===== src/rtl/eq_pkg.sv =====
// Shared types and constants for the equalizer slide-pot front end:
// slot order, A2D channel map, sequencer/SPI state encodings.
package eq_pkg;

  localparam int unsigned SPI_WORD_W = 16;
  localparam int unsigned POT_W      = 12;
  localparam int unsigned NUM_SLOTS  = 6;

  typedef enum logic [2:0] {
    SLOT_LP,
    SLOT_B1,
    SLOT_B2,
    SLOT_B3,
    SLOT_HP,
    SLOT_VOL
  } slot_e;

  // A2D channel wired to each slot, indexed by slot_e
  localparam logic [2:0] CH_MAP [NUM_SLOTS] = '{3'd1, 3'd0, 3'd4, 3'd2, 3'd3, 3'd7};

  typedef enum logic [1:0] {
    SEQ_CMD,
    SEQ_GAP,
    SEQ_READ,
    SEQ_STORE
  } seq_state_e;

  typedef enum logic [1:0] {
    SPI_IDLE,
    SPI_SHIFT,
    SPI_BACKPORCH
  } spi_state_e;

  function automatic logic [SPI_WORD_W-1:0] cmd_word(input slot_e s);
    return {2'b00, CH_MAP[s], 11'h000};
  endfunction

endpackage


===== src/rtl/spi_mstr16.sv =====
// Generic 16-bit SPI master, SCLK idles high, MOSI changes on SCLK fall,
// MISO sampled just before SCLK rise. One shared shift register for both.
module spi_mstr16
  import eq_pkg::*;
#(
  parameter int unsigned SCLK_DIV_W = 5
) (
  input  logic                  clk,
  input  logic                  rst_n,
  input  logic                  wrt,
  input  logic [SPI_WORD_W-1:0] cmd,
  output logic                  done,
  output logic [SPI_WORD_W-1:0] rd_data,
  output logic                  SS_n,
  output logic                  SCLK,
  output logic                  MOSI,
  input  logic                  MISO
);

  localparam logic [SCLK_DIV_W-1:0] DIV_LOAD = {2'b10, {(SCLK_DIV_W-2){1'b1}}};
  localparam logic [SCLK_DIV_W-1:0] DIV_RISE = {1'b0, {(SCLK_DIV_W-1){1'b1}}};
  localparam logic [SCLK_DIV_W-1:0] DIV_FALL = '1;

  spi_state_e            state;
  logic [SCLK_DIV_W-1:0] div;
  logic [4:0]            bit_cnt;
  logic [SPI_WORD_W-1:0] shft;
  logic                  miso_smpl;
  logic                  rise_evt;
  logic                  fall_evt;

  assign rise_evt = (state != SPI_IDLE) && (div == DIV_RISE);
  assign fall_evt = (state != SPI_IDLE) && (div == DIV_FALL);

  assign SCLK    = div[SCLK_DIV_W-1];
  assign MOSI    = shft[SPI_WORD_W-1];
  assign rd_data = shft;

  // The first SCLK fall does not shift (MSB is already on MOSI); the 16th
  // shift happens at the would-be 17th fall, where SS_n releases instead.
  always_ff @(posedge clk or negedge rst_n) begin
    if (!rst_n) begin
      state     <= SPI_IDLE;
      div       <= '1;
      bit_cnt   <= '0;
      shft      <= '0;
      miso_smpl <= 1'b0;
      SS_n      <= 1'b1;
      done      <= 1'b0;
    end else begin
      done <= 1'b0;
      case (state)
        SPI_IDLE: begin
          if (wrt) begin
            div     <= DIV_LOAD;
            shft    <= cmd;
            bit_cnt <= '0;
            SS_n    <= 1'b0;
            state   <= SPI_SHIFT;
          end
        end
        SPI_SHIFT: begin
          div <= div + 1'b1;
          if (rise_evt) miso_smpl <= MISO;
          if (fall_evt) begin
            bit_cnt <= bit_cnt + 5'd1;
            if (bit_cnt != '0) shft <= {shft[SPI_WORD_W-2:0], miso_smpl};
            if (bit_cnt == 5'd15) state <= SPI_BACKPORCH;
          end
        end
        SPI_BACKPORCH: begin
          if (rise_evt) miso_smpl <= MISO;
          if (fall_evt) begin
            shft  <= {shft[SPI_WORD_W-2:0], miso_smpl};
            div   <= '1;
            SS_n  <= 1'b1;
            done  <= 1'b1;
            state <= SPI_IDLE;
          end else begin
            div <= div + 1'b1;
          end
        end
        default: state <= SPI_IDLE;
      endcase
    end
  end

endmodule


===== src/rtl/slide_intf.sv =====
// Round-robin sampler of the six EQ slide pots through an SPI A2D:
// command transaction, one-cycle gap, read transaction, store.
module slide_intf
  import eq_pkg::*;
#(
  parameter int unsigned SCLK_DIV_W = 5
) (
  input  logic             clk,
  input  logic             rst_n,
  output logic             SS_n,
  output logic             SCLK,
  output logic             MOSI,
  input  logic             MISO,
  output logic [POT_W-1:0] LP_pot,
  output logic [POT_W-1:0] B1_pot,
  output logic [POT_W-1:0] B2_pot,
  output logic [POT_W-1:0] B3_pot,
  output logic [POT_W-1:0] HP_pot,
  output logic [POT_W-1:0] VOL_pot
);

  seq_state_e            state;
  slot_e                 slot;
  logic                  wrt_sent;
  logic                  wrt;
  logic                  done;
  logic [SPI_WORD_W-1:0] cmd;
  logic [SPI_WORD_W-1:0] rd_data;
  logic                  rd_hi_unused;
  logic [POT_W-1:0]      pot_q [NUM_SLOTS];

  assign wrt          = ((state == SEQ_CMD) || (state == SEQ_READ)) && !wrt_sent;
  assign cmd          = (state == SEQ_CMD) ? cmd_word(slot) : '0;
  assign rd_hi_unused = ^rd_data[SPI_WORD_W-1:POT_W];

  spi_mstr16 #(.SCLK_DIV_W(SCLK_DIV_W)) u_spi (
    .clk     (clk),
    .rst_n   (rst_n),
    .wrt     (wrt),
    .cmd     (cmd),
    .done    (done),
    .rd_data (rd_data),
    .SS_n    (SS_n),
    .SCLK    (SCLK),
    .MOSI    (MOSI),
    .MISO    (MISO)
  );

  always_ff @(posedge clk or negedge rst_n) begin
    if (!rst_n) begin
      state    <= SEQ_CMD;
      slot     <= SLOT_LP;
      wrt_sent <= 1'b0;
      pot_q    <= '{default: '0};
    end else begin
      case (state)
        SEQ_CMD, SEQ_READ: begin
          if (wrt) begin
            wrt_sent <= 1'b1;
          end else if (done) begin
            wrt_sent <= 1'b0;
            state    <= (state == SEQ_CMD) ? SEQ_GAP : SEQ_STORE;
          end
        end
        SEQ_GAP: state <= SEQ_READ;
        SEQ_STORE: begin
          pot_q[slot] <= rd_data[POT_W-1:0];
          slot        <= (slot == SLOT_VOL) ? SLOT_LP : slot_e'(slot + 3'd1);
          state       <= SEQ_CMD;
        end
        default: state <= SEQ_CMD;
      endcase
    end
  end

  assign LP_pot  = pot_q[SLOT_LP];
  assign B1_pot  = pot_q[SLOT_B1];
  assign B2_pot  = pot_q[SLOT_B2];
  assign B3_pot  = pot_q[SLOT_B3];
  assign HP_pot  = pot_q[SLOT_HP];
  assign VOL_pot = pot_q[SLOT_VOL];

endmodule

===== config.mk =====
export PLATFORM = sky130hd
export DESIGN_NAME = slide_intf
export DESIGN_NICKNAME = d
export VERILOG_FILES = /design/src/rtl/eq_pkg.sv /design/src/rtl/spi_mstr16.sv /design/src/rtl/slide_intf.sv
export SDC_FILE = /design/constraint.sdc
export NUM_CORES = 1
export LEC_CHECK = 0
export ABC_AREA = 1
export BUFFER_PORTS_ARGS = -buffer_cell sky130_fd_sc_hd__buf_2
export CAP_MARGIN = 20
export CORE_ASPECT_RATIO = 1.2
export CORE_UTILIZATION = 30
export CTS_CLUSTER_SIZE = 12
export DETAILED_ROUTE_END_ITERATION = 8
export PLACE_DENSITY_LB_ADDON = 0.2
export SETUP_SLACK_MARGIN = 0.15
export SLEW_MARGIN = 20
export SYNTH_ARGS = -nofsm -noshare
export SYNTH_HDL_FRONTEND = slang
export SYNTH_SLANG_ARGS = --single-unit

===== constraint.sdc =====
create_clock -name clk -period 1.65 [get_ports clk]
set_input_delay 0.165 -clock clk [delete_from_list [all_inputs] [get_ports clk]]
set_output_delay 0.165 -clock clk [all_outputs]
set_load 0.01 [all_outputs]

**After elaboration in Yosys (flattened, before gate mapping)**

Memory sizes are Yosys's and may differ from the RTL's.
Cells that the tools add are included.

- Register bits after elaboration: 109
- ROM bits: 24
- Input bits: 3
- Output and inout port bits: 75
- Logic and storage cells: 97
- Memories kept: 1

Memory list:

| name | depth | bits a word | read ports | clocked after Yosys merged registers in | wr ports | line | source |
|---|---|---|---|---|---|---|---|
| (no name shown) | 8 | 3 | 1 | 0 | 0 | eq_pkg.sv:35 | `return {2'b00, CH_MAP[s], 11'h000};` |

- Add/subtract/negate cells: 3
- Magnitude comparators: 2
- Equality and inequality tests: 16
- Mux-type cells: 34
- Bitwise logic cells: 1
- Reductions and logical operators: 24

Operators with widths:

| cell | number |
|---|---|
| bitwise mux 72 bit | 1 |
| 2-to-1 mux 16 bit | 4 |
| case mux 16 bit (3 select lines) | 1 |
| demux 12 bit (select 3 bit) | 1 |
| 2-to-1 mux 5 bit | 4 |
| case mux 5 bit (3 select lines) | 1 |
| 2-to-1 mux 14 bit | 1 |
| 2-to-1 mux 2 bit | 7 |
| 2-to-1 mux 12 bit | 1 |
| != test 2 x 1 -> 1 bit, second input constant | 6 |
| case mux 2 bit (3 select lines) | 2 |
| adder 5 x 1 -> 5 bit, second input constant | 2 |
| equality test 5 x 4 -> 1 bit, second input constant | 2 |
| case mux 5 bit (2 select lines) | 1 |
| 2-to-1 mux 3 bit | 3 |
| AND reduction 2 bit | 4 |
| nonzero test 2 bit | 4 |
| equality test 2 bit, second input constant | 3 |
| 2-to-1 mux 1 bit | 6 |
| AND reduction 3 bit | 2 |
| equality test 5 bit, second input constant | 1 |
| AND reduction 5 bit | 1 |
| nonzero test 5 bit | 1 |
| equality test 2 x 1 -> 1 bit, second input constant | 2 |
| 14 further kinds | 19 |

**Longest topological paths before layout**

Gate-level depths: netlist of the first run.

- Depth in word-level cells: 7
- Depth in mapped cells: 11
- Mapped depth without buffers: 11

**Modules after synthesis**

From an unflattened synthesis of the first run, not the netlist that was laid out.

- Cell total of the unflattened synthesis: 599
- Area total of the unflattened synthesis: 5052.3 um2

Modules (own cells, without submodules):

| module | instances | cells an instance | area an instance (um2) | seq. area each (um2) |
|---|---|---|---|---|
| slide_intf | 1 | 366 | 3233.1 | 1951.9 |
| spi_mstr16 | 1 | 233 | 1819.2 | 783.3 |

**Worst setup path after synthesis of the first run**

No wires, ideal clock.

- Kind: reg-to-reg
- Start point: reg u_spi.div[0]
- End point: reg u_spi.bit_cnt[3]
- Setup time: 65 ps
- Arrival time: 1701 ps
- Required time: 1585 ps
- Slack: -116 ps
- Stages on the path, launching flop included: 12
- Buffers on the path: 0
- Clock period less this slack: 1766 ps
- Path through: dfstp_2 > ha_1 > nand2_1 > nor2_1 > ha_1 > inv_1 > nor2_1 > nand2_1 > nand2_1 > nand2_1 > nand3b_1 > nand2_1

- Cells in the longest elaborated chain, start to end: 4

Ends and longest elaborated chain:

| item | line | source |
|---|---|---|
| start: declaration | spi_mstr16.sv:25 | `logic [SCLK_DIV_W-1:0] div;` |
| start signal: assignment | spi_mstr16.sv:63 | `div <= div + 1'b1;` |
| start signal: assignment | spi_mstr16.sv:80 | `div <= div + 1'b1;` |
| equality test 5 bit | spi_mstr16.sv:33 | `assign fall_evt = (state != SPI_IDLE) && (div == DIV_FALL);` |
| logical AND 1 bit | spi_mstr16.sv:33 |  |
| != test 2 x 1 -> 1 bit (no line) | - |  |
| AND reduction 3 bit (no line) | - |  |
| end signal: assignment | spi_mstr16.sv:66 | `bit_cnt <= bit_cnt + 5'd1;` |
| end: declaration | spi_mstr16.sv:26 | `logic [4:0] bit_cnt;` |

No other way between the ends.
A chain may end at the register's enable or synchronous reset.

**Worst setup path after layout of the first run**

- Start point: reg u_spi.div[1]
- End point: reg u_spi.miso_smpl

- Cells in the longest elaborated chain, start to end: 3

Ends and longest elaborated chain:

| item | line | source |
|---|---|---|
| equality test 5 x 4 -> 1 bit | spi_mstr16.sv:32 | `assign rise_evt = (state != SPI_IDLE) && (div == DIV_RISE);` |
| logical AND 1 bit | spi_mstr16.sv:32 |  |
| AND reduction 2 bit (no line) | - |  |
| end signal: assignment | spi_mstr16.sv:47 | `miso_smpl <= 1'b0;` |
| end signal: assignment | spi_mstr16.sv:64 | `if (rise_evt) miso_smpl <= MISO;` |
| end signal: assignment | spi_mstr16.sv:72 | `if (rise_evt) miso_smpl <= MISO;` |
| end: declaration | spi_mstr16.sv:28 | `logic miso_smpl;` |

No other way between the ends.

==> results.sh, run 1 <==
export IMPL_fin_ws_ns=-0.134
export IMPL_clock_path_buffers=2
export IMPL_finalWirelength_mm=11.2
export IMPL_grt_start_max_net_pins=38
export IMPL_grt_setup_unrepaired="yes"
export IMPL_gp_congestion=0.762
export IMPL_clock_sinks=109
export IMPL_rows=49
export IMPL_finalNonFillerCells=824
export IMPL_grt_pass1_vias=3579
export IMPL_arrival_ns=2.02
export IMPL_fillCellCount=1542
export IMPL_finalSetupTns_ns=-1.29
export IMPL_die_h_um=139
export IMPL_syn_inst=509
export IMPL_io_pins=78
export IMPL_syn_nets=528
export IMPL_powerDensity_mw_per_mm2=818
export IMPL_critPathRequiredTime_ns=1.89
export IMPL_seq_area_frac_synth_pct=58.4
export IMPL_skew_ns=0.00493
export IMPL_finalWorstPathRequiredPeriod_ns=1.78
export IMPL_drtPass1Iterations=4
export IMPL_n_antenna_cell=0
export IMPL_grt_pass1_wl_mm=18.4
export IMPL_cts_root_buf="clkbuf_16"
export IMPL_status="finished, violations left"
export IMPL_max_freq_ghz=0.560
export IMPL_drive_above_1_share_pct=30.8
export IMPL_worst_slew_pin_slew_ns=0.293
export IMPL_antenna_left=0
export IMPL_synth_distinct_cells=29
export IMPL_antenna_found_initial=0
export IMPL_setup_violations=29
export IMPL_fin_util_pct=40.6
export IMPL_final_hold_viol_count=0
export IMPL_fp_dieW_um=116
export IMPL_portBuffers=77
export IMPL_cp_end_kind="flop"
export IMPL_area_growth_pct=31.2
export IMPL_report_final_slew_viol_count=0
export IMPL_synth_seq_cells=109
export IMPL_wl_per_cell_um=13.5
export IMPL_dieArea_sq_mm=0.0161
export IMPL_synth_top_area_share_pct=55.1
export IMPL_syn_avg_cell_area_sq_um=9.20
export IMPL_layout_common_cells="nand2_1, dfrtp_1, o21ai_1, buf_2, inv_1"
export IMPL_timing_final_crit_share_pct=108
export IMPL_drc=0
export IMPL_maxCapViolCount=0
export IMPL_finalPower_mw=5.02
export IMPL_via_per_inst=4.54
export IMPL_synth_top_area_cell="dfrtp_1"
export IMPL_clkTransAtPathRegs_ns=0.07
export IMPL_holdWs_ns=0.0460
export IMPL_yosysWarningCount=0
export IMPL_synthTopCellsByArea="dfrtp_1, nand2_1, o21ai_1, ha_1, inv_1"
export IMPL_path_max_fanout=2
export IMPL_insertion_delay_ns=0.35
export IMPL_htree_num_levels=3
export IMPL_syn_cell_area_sq_mm=0.00468
export IMPL_nNetsFinal=634
export IMPL_grt_overflow_total=0
export IMPL_grt_use_total_pct=14.7
export IMPL_worstSetupPathType="flop to flop"
export IMPL_leakage_nw=3.15
export IMPL_hold_path_class="input port to flop"
export IMPL_start_util_pct=30.9
export IMPL_vias=3740
export IMPL_drt_initial_drc_count=228
export IMPL_core_sq_mm=0.0151
export IMPL_cts_buffers=9
export IMPL_tritoncts="yes"
export IMPL_final_common_cell="nand2_1"
export IMPL_critical_path_startpoint_type="flop"
export IMPL_maxSlewHeadroom_pct=80.4
export IMPL_violations="setup timing"
export IMPL_dp_cells=796
export IMPL_place_hpwl_mm=7.58
export IMPL_ir_drop_mv=0.411
==> kinds of logic (layout without fill, tap and decap cells) <==
kind of cell | after synthesis | count (layout) | synth area share [%]
buffers and inverters | 70 | 180 | 6.36
and+or+nand+nor | 214 | 215 | 19.6
xor gates and xnor gates | 3 | 3 | 0.561
AOI/OAI and AO/OA | 96 | 96 | 10.5
muxes | 1 | 1 | 0.241
DFF | 109 | 109 | 58.4
adders and majority gates | 16 | 16 | 4.28
==> synth_stat cells (all sizes together) <==
library cell  instances
a21oi                 3
o21ai                90
nand3b                1
o21a                  1
dfstp                 6
o31ai                 1
mux2                  1
nor2                 16
ha                   16
inv                  52
o22ai                 1
nand3                28
clkbuf                1
dfrtp               103
buf                  17
or2                   2
nand4                 3
nand2               164
xor2                  3
==> where the power goes <==
group,internal [mW],switching (mW)
Combinational,0.0181,0.0574
Clock,1.25,1.02
Sequential,2.67,0.00222
==> state kept, by name, summed over array words and instances (netlist names) <==
signal and count:
u_spi.rd_data 16, B1_pot 12, B2_pot 12, B3_pot 12, HP_pot 12, LP_pot 12
VOL_pot 12, u_spi.bit_cnt 5, u_spi.div 5, slot 3, state 2, u_spi.state 2
u_spi.SS_n 1, u_spi.done 1, u_spi.miso_smpl 1, wrt_sent 1
==> final cells by class <==
cell class                 instances  area [sq um]  area share, %
clock buffer                      10           239           3.89
clock inverter                     6          76.3           1.24
inverter                          52           198           3.22
multi-input combinational        331          1880           30.5
sequential                       109          2740           44.5
tap                              204           255           4.15
timing repair buffer             112           763           12.4
==> worst max-delay path: stages (launching register included) <==
cell and delay [ns]:
dfstp_2 0.56, ha_4 0.15, nand2_4 0.05, nor2_4 0.11, buf_4 0.13, buf_6 0.09, buf_6 0.09, ha_4 0.12
nand3_2 0.07, mux2_4 0.30
==> routing by layer <==
layer | vias up | wire length, um | global-route usage (%) | part of all wire [%]
met5 | - | 0 | 0 | 0
met2 | 84 | 5280 | 23.3 | 47
met4 | 0 | 161 | 5.20 | 1.4
met1 | 1794 | 5190 | 19.6 | 47
li1 | 1848 | - | - | -
met3 | 14 | 525 | 3.23 | 4.7
==> worst paths after layout <==
kind,to,cells after the start,start,slack (ns)
worst min-delay path,u_spi.miso_smpl,2,MISO,0.05
worst max-delay path,u_spi.miso_smpl,9,u_spi.div[1],-0.13
max in group asynchronous,u_spi.div[4],3,rst_n,0.80
min in group asynchronous,VOL_pot[11],2,rst_n,0.23
worst max register to register,u_spi.miso_smpl,9,u_spi.div[1],-0.13
worst min register to register,u_spi.rd_data[10],2,u_spi.rd_data[10],0.48
==> through the flow <==
step                      area (sq um)  worst slack, ns
after floorplan                   4710          -0.0365
after global placement            5500          -0.0809
after detailed placement          5500           -0.134
after CTS                         5960           -0.119
after global routing              6140           -0.219
final                             6140           -0.134
==> timing repair <==
action,4_1_cts,5_1_grt
hold buffers,1,0
setup buffers,7,3
setup endpoints to repair,31,66
hold endpoints to repair,87,0
resized for setup,14,37
cloned,1,0
pin swaps,10,11
(Power assumes the default switching activity.)
==> run 2, diff against run 1 <==
- SKIP_CTS_REPAIR_TIMING: default -> 1
==> run 2 against run 1 <==
Net effect:
- the run still ends with setup timing left
- sequential power hardly changed
- flip-flop and latch count stayed put
- fmax is 2.5% higher
- first-iteration DRC count is 9.2% lower
- critical path type unchanged
- utilization hardly changed
- total power hardly changed
- final area hardly changed
- non-clock buffer count is 1 lower
- combinational power hardly changed
- cell count is 0.12% lower
- worst hold slack better by 0.0026 ns
- die area stayed put
==> results.sh, run 2 (synthesis results as in run 1) <==
export IMPL_path_max_fanout=8
export IMPL_worstSetupPathType="flop to flop"
export IMPL_clock_sinks=109
export IMPL_nNetsFinal=633
export IMPL_dieArea_sq_mm=0.0161
export IMPL_min_from="MISO"
export IMPL_cp_end_kind="flop"
export IMPL_wl_per_cell_um=13.7
export IMPL_holdWs_ns=0.0486
export IMPL_clock_path_buffers=2
export IMPL_core_sq_mm=0.0151
export IMPL_dp_cells=796
export IMPL_start_util_pct=30.9
export IMPL_grt_pass1_vias=3476
export IMPL_violations="setup timing"
export IMPL_drt_initial_drc_count=207
export IMPL_finalNonFillerCells=823
export IMPL_largest_reg_flops=16
export IMPL_hold_path_class="input port to flop"
export IMPL_finalSetupTns_ns=-0.625
export IMPL_antenna_found_initial=0
export IMPL_rows=49
export IMPL_holdPathStages=2
export IMPL_multi_input_area_sq_mm=0.00186
export IMPL_portBuffers=77
export IMPL_insertion_delay_ns=0.35
export IMPL_r2r_end="u_spi.rd_data[3]"
export IMPL_final_hold_viol_count=0
export IMPL_powerDensity_mw_per_mm2=818
export IMPL_grt_pass1_wl_mm=17.7
export IMPL_grt_start_max_net_pins=38
export IMPL_cts_root_buf="clkbuf_16"
export IMPL_drtPass1Iterations=5
export IMPL_finalWorstPathRequiredPeriod_ns=1.74
export IMPL_finalPower_mw=5.03
export IMPL_report_final_slew_viol_count=0
export IMPL_r2r_start="u_spi.div[1]"
export IMPL_critPathRequiredTime_ns=1.89
export IMPL_maxCapViolCount=0
export IMPL_fin_ws_ns=-0.0908
export IMPL_grt_setup_unrepaired="yes"
export IMPL_rrSetupSlack_ns=-0.09
export IMPL_skew_ns=0.00613
export IMPL_clkTransAtPathRegs_ns=0.07
export IMPL_critical_path_startpoint_type="flop"
export IMPL_timing_final_crit_share_pct=106
export IMPL_place_hpwl_mm=7.58
export IMPL_gp_congestion=0.762
export IMPL_setup_violations=16
export IMPL_grt_use_total_pct=14.1
export IMPL_status="finished, violations left"
export IMPL_tritoncts="yes"
export IMPL_n_antenna_cell=0
export IMPL_vias=3728
export IMPL_htree_num_levels=3
export IMPL_die_h_um=139
export IMPL_area_growth_pct=31.3
export IMPL_grt_overflow_total=0
export IMPL_fin_util_pct=40.6
export IMPL_maxSlewHeadroom_pct=78.4
export IMPL_antenna_left=0
export IMPL_regArea_sq_mm=0.00274
export IMPL_fp_dieW_um=116
export IMPL_min_to="u_spi.miso_smpl"
export IMPL_final_common_cell="nand2_1"
export IMPL_worst_slew_pin_slew_ns=0.323
export IMPL_cts_buffers=9
export IMPL_ir_drop_mv=0.429
export IMPL_max_freq_ghz=0.574
export IMPL_arrival_ns=1.98
export IMPL_finalWirelength_mm=11.3
export IMPL_via_per_inst=4.53
export IMPL_reg2regPathDepth=9
export IMPL_drive_above_1_share_pct=31.5
export IMPL_leakage_nw=3.14
export IMPL_drc=0
export IMPL_io_pins=78
export IMPL_layout_common_cells="nand2_1, dfrtp_1, o21ai_1, buf_2, inv_1"
export IMPL_fillCellCount=1553
[run 2: final cells by class]
| type | instances | area share (%) |
|---|---|---|
| multi-input combinational | 331 | 30.3 |
| clock inverter | 6 | 1.24 |
| inverter | 52 | 3.22 |
| timing repair buffer | 111 | 12.7 |
| sequential | 109 | 44.5 |
| tap | 204 | 4.15 |
| clock buffer | 10 | 3.89 |
[run 2: layer usage]
metal | wire [um] | vias to the layer above | part of all wire, % | track usage (%)
met3 | 493 | 12 | 4.4 | 3.28
met5 | 0 | - | 0 | 0
met1 | 5250 | 1770 | 47 | 19.1
li1 | - | 1848 | - | -
met4 | 145 | 0 | 1.3 | 5.13
met2 | 5380 | 98 | 48 | 21.7
[run 2: worst max path at each step]
stage / startpoint / endpoint / slack (ns)
floorplan: u_spi.div[0] / u_spi.bit_cnt[3] / -0.04
global route: u_spi.div[1] / u_spi.bit_cnt[3] / -0.17
global placement: u_spi.div[0] / u_spi.rd_data[15] / -0.08
finish: u_spi.div[1] / u_spi.rd_data[3] / -0.09
CTS: u_spi.div[0] / u_spi.rd_data[3] / -0.15
detailed placement: u_spi.div[0] / u_spi.rd_data[3] / -0.13
[run 2: where the power goes]
| group | internal, mW | switching (mW) |
|---|---|---|
| combinational | 0.0174 | 0.0581 |
| clock | 1.25 | 1.02 |
| sequential | 2.67 | 0.00197 |
| total | 3.94 | 1.08 |
[run 2: worst max-delay path, cell delays in order, from the launching register on]
cell	delay, ns
dfstp_2	0.56
ha_4	0.15
nand2_4	0.05
nor2_4	0.11
ha_4	0.15
nand2_2	0.09
nand2_4	0.13
nand4_4	0.19
nand2_1	0.13
nand2_1	0.06
[run 2: through the flow]
step | worst slack [ns] | cell area [sq um]
after floorplan | -0.0365 | 4710
after global placement | -0.0809 | 5500
after detailed placement | -0.134 | 5500
after CTS | -0.149 | 5820
after global routing | -0.170 | 6150
final | -0.0908 | 6150
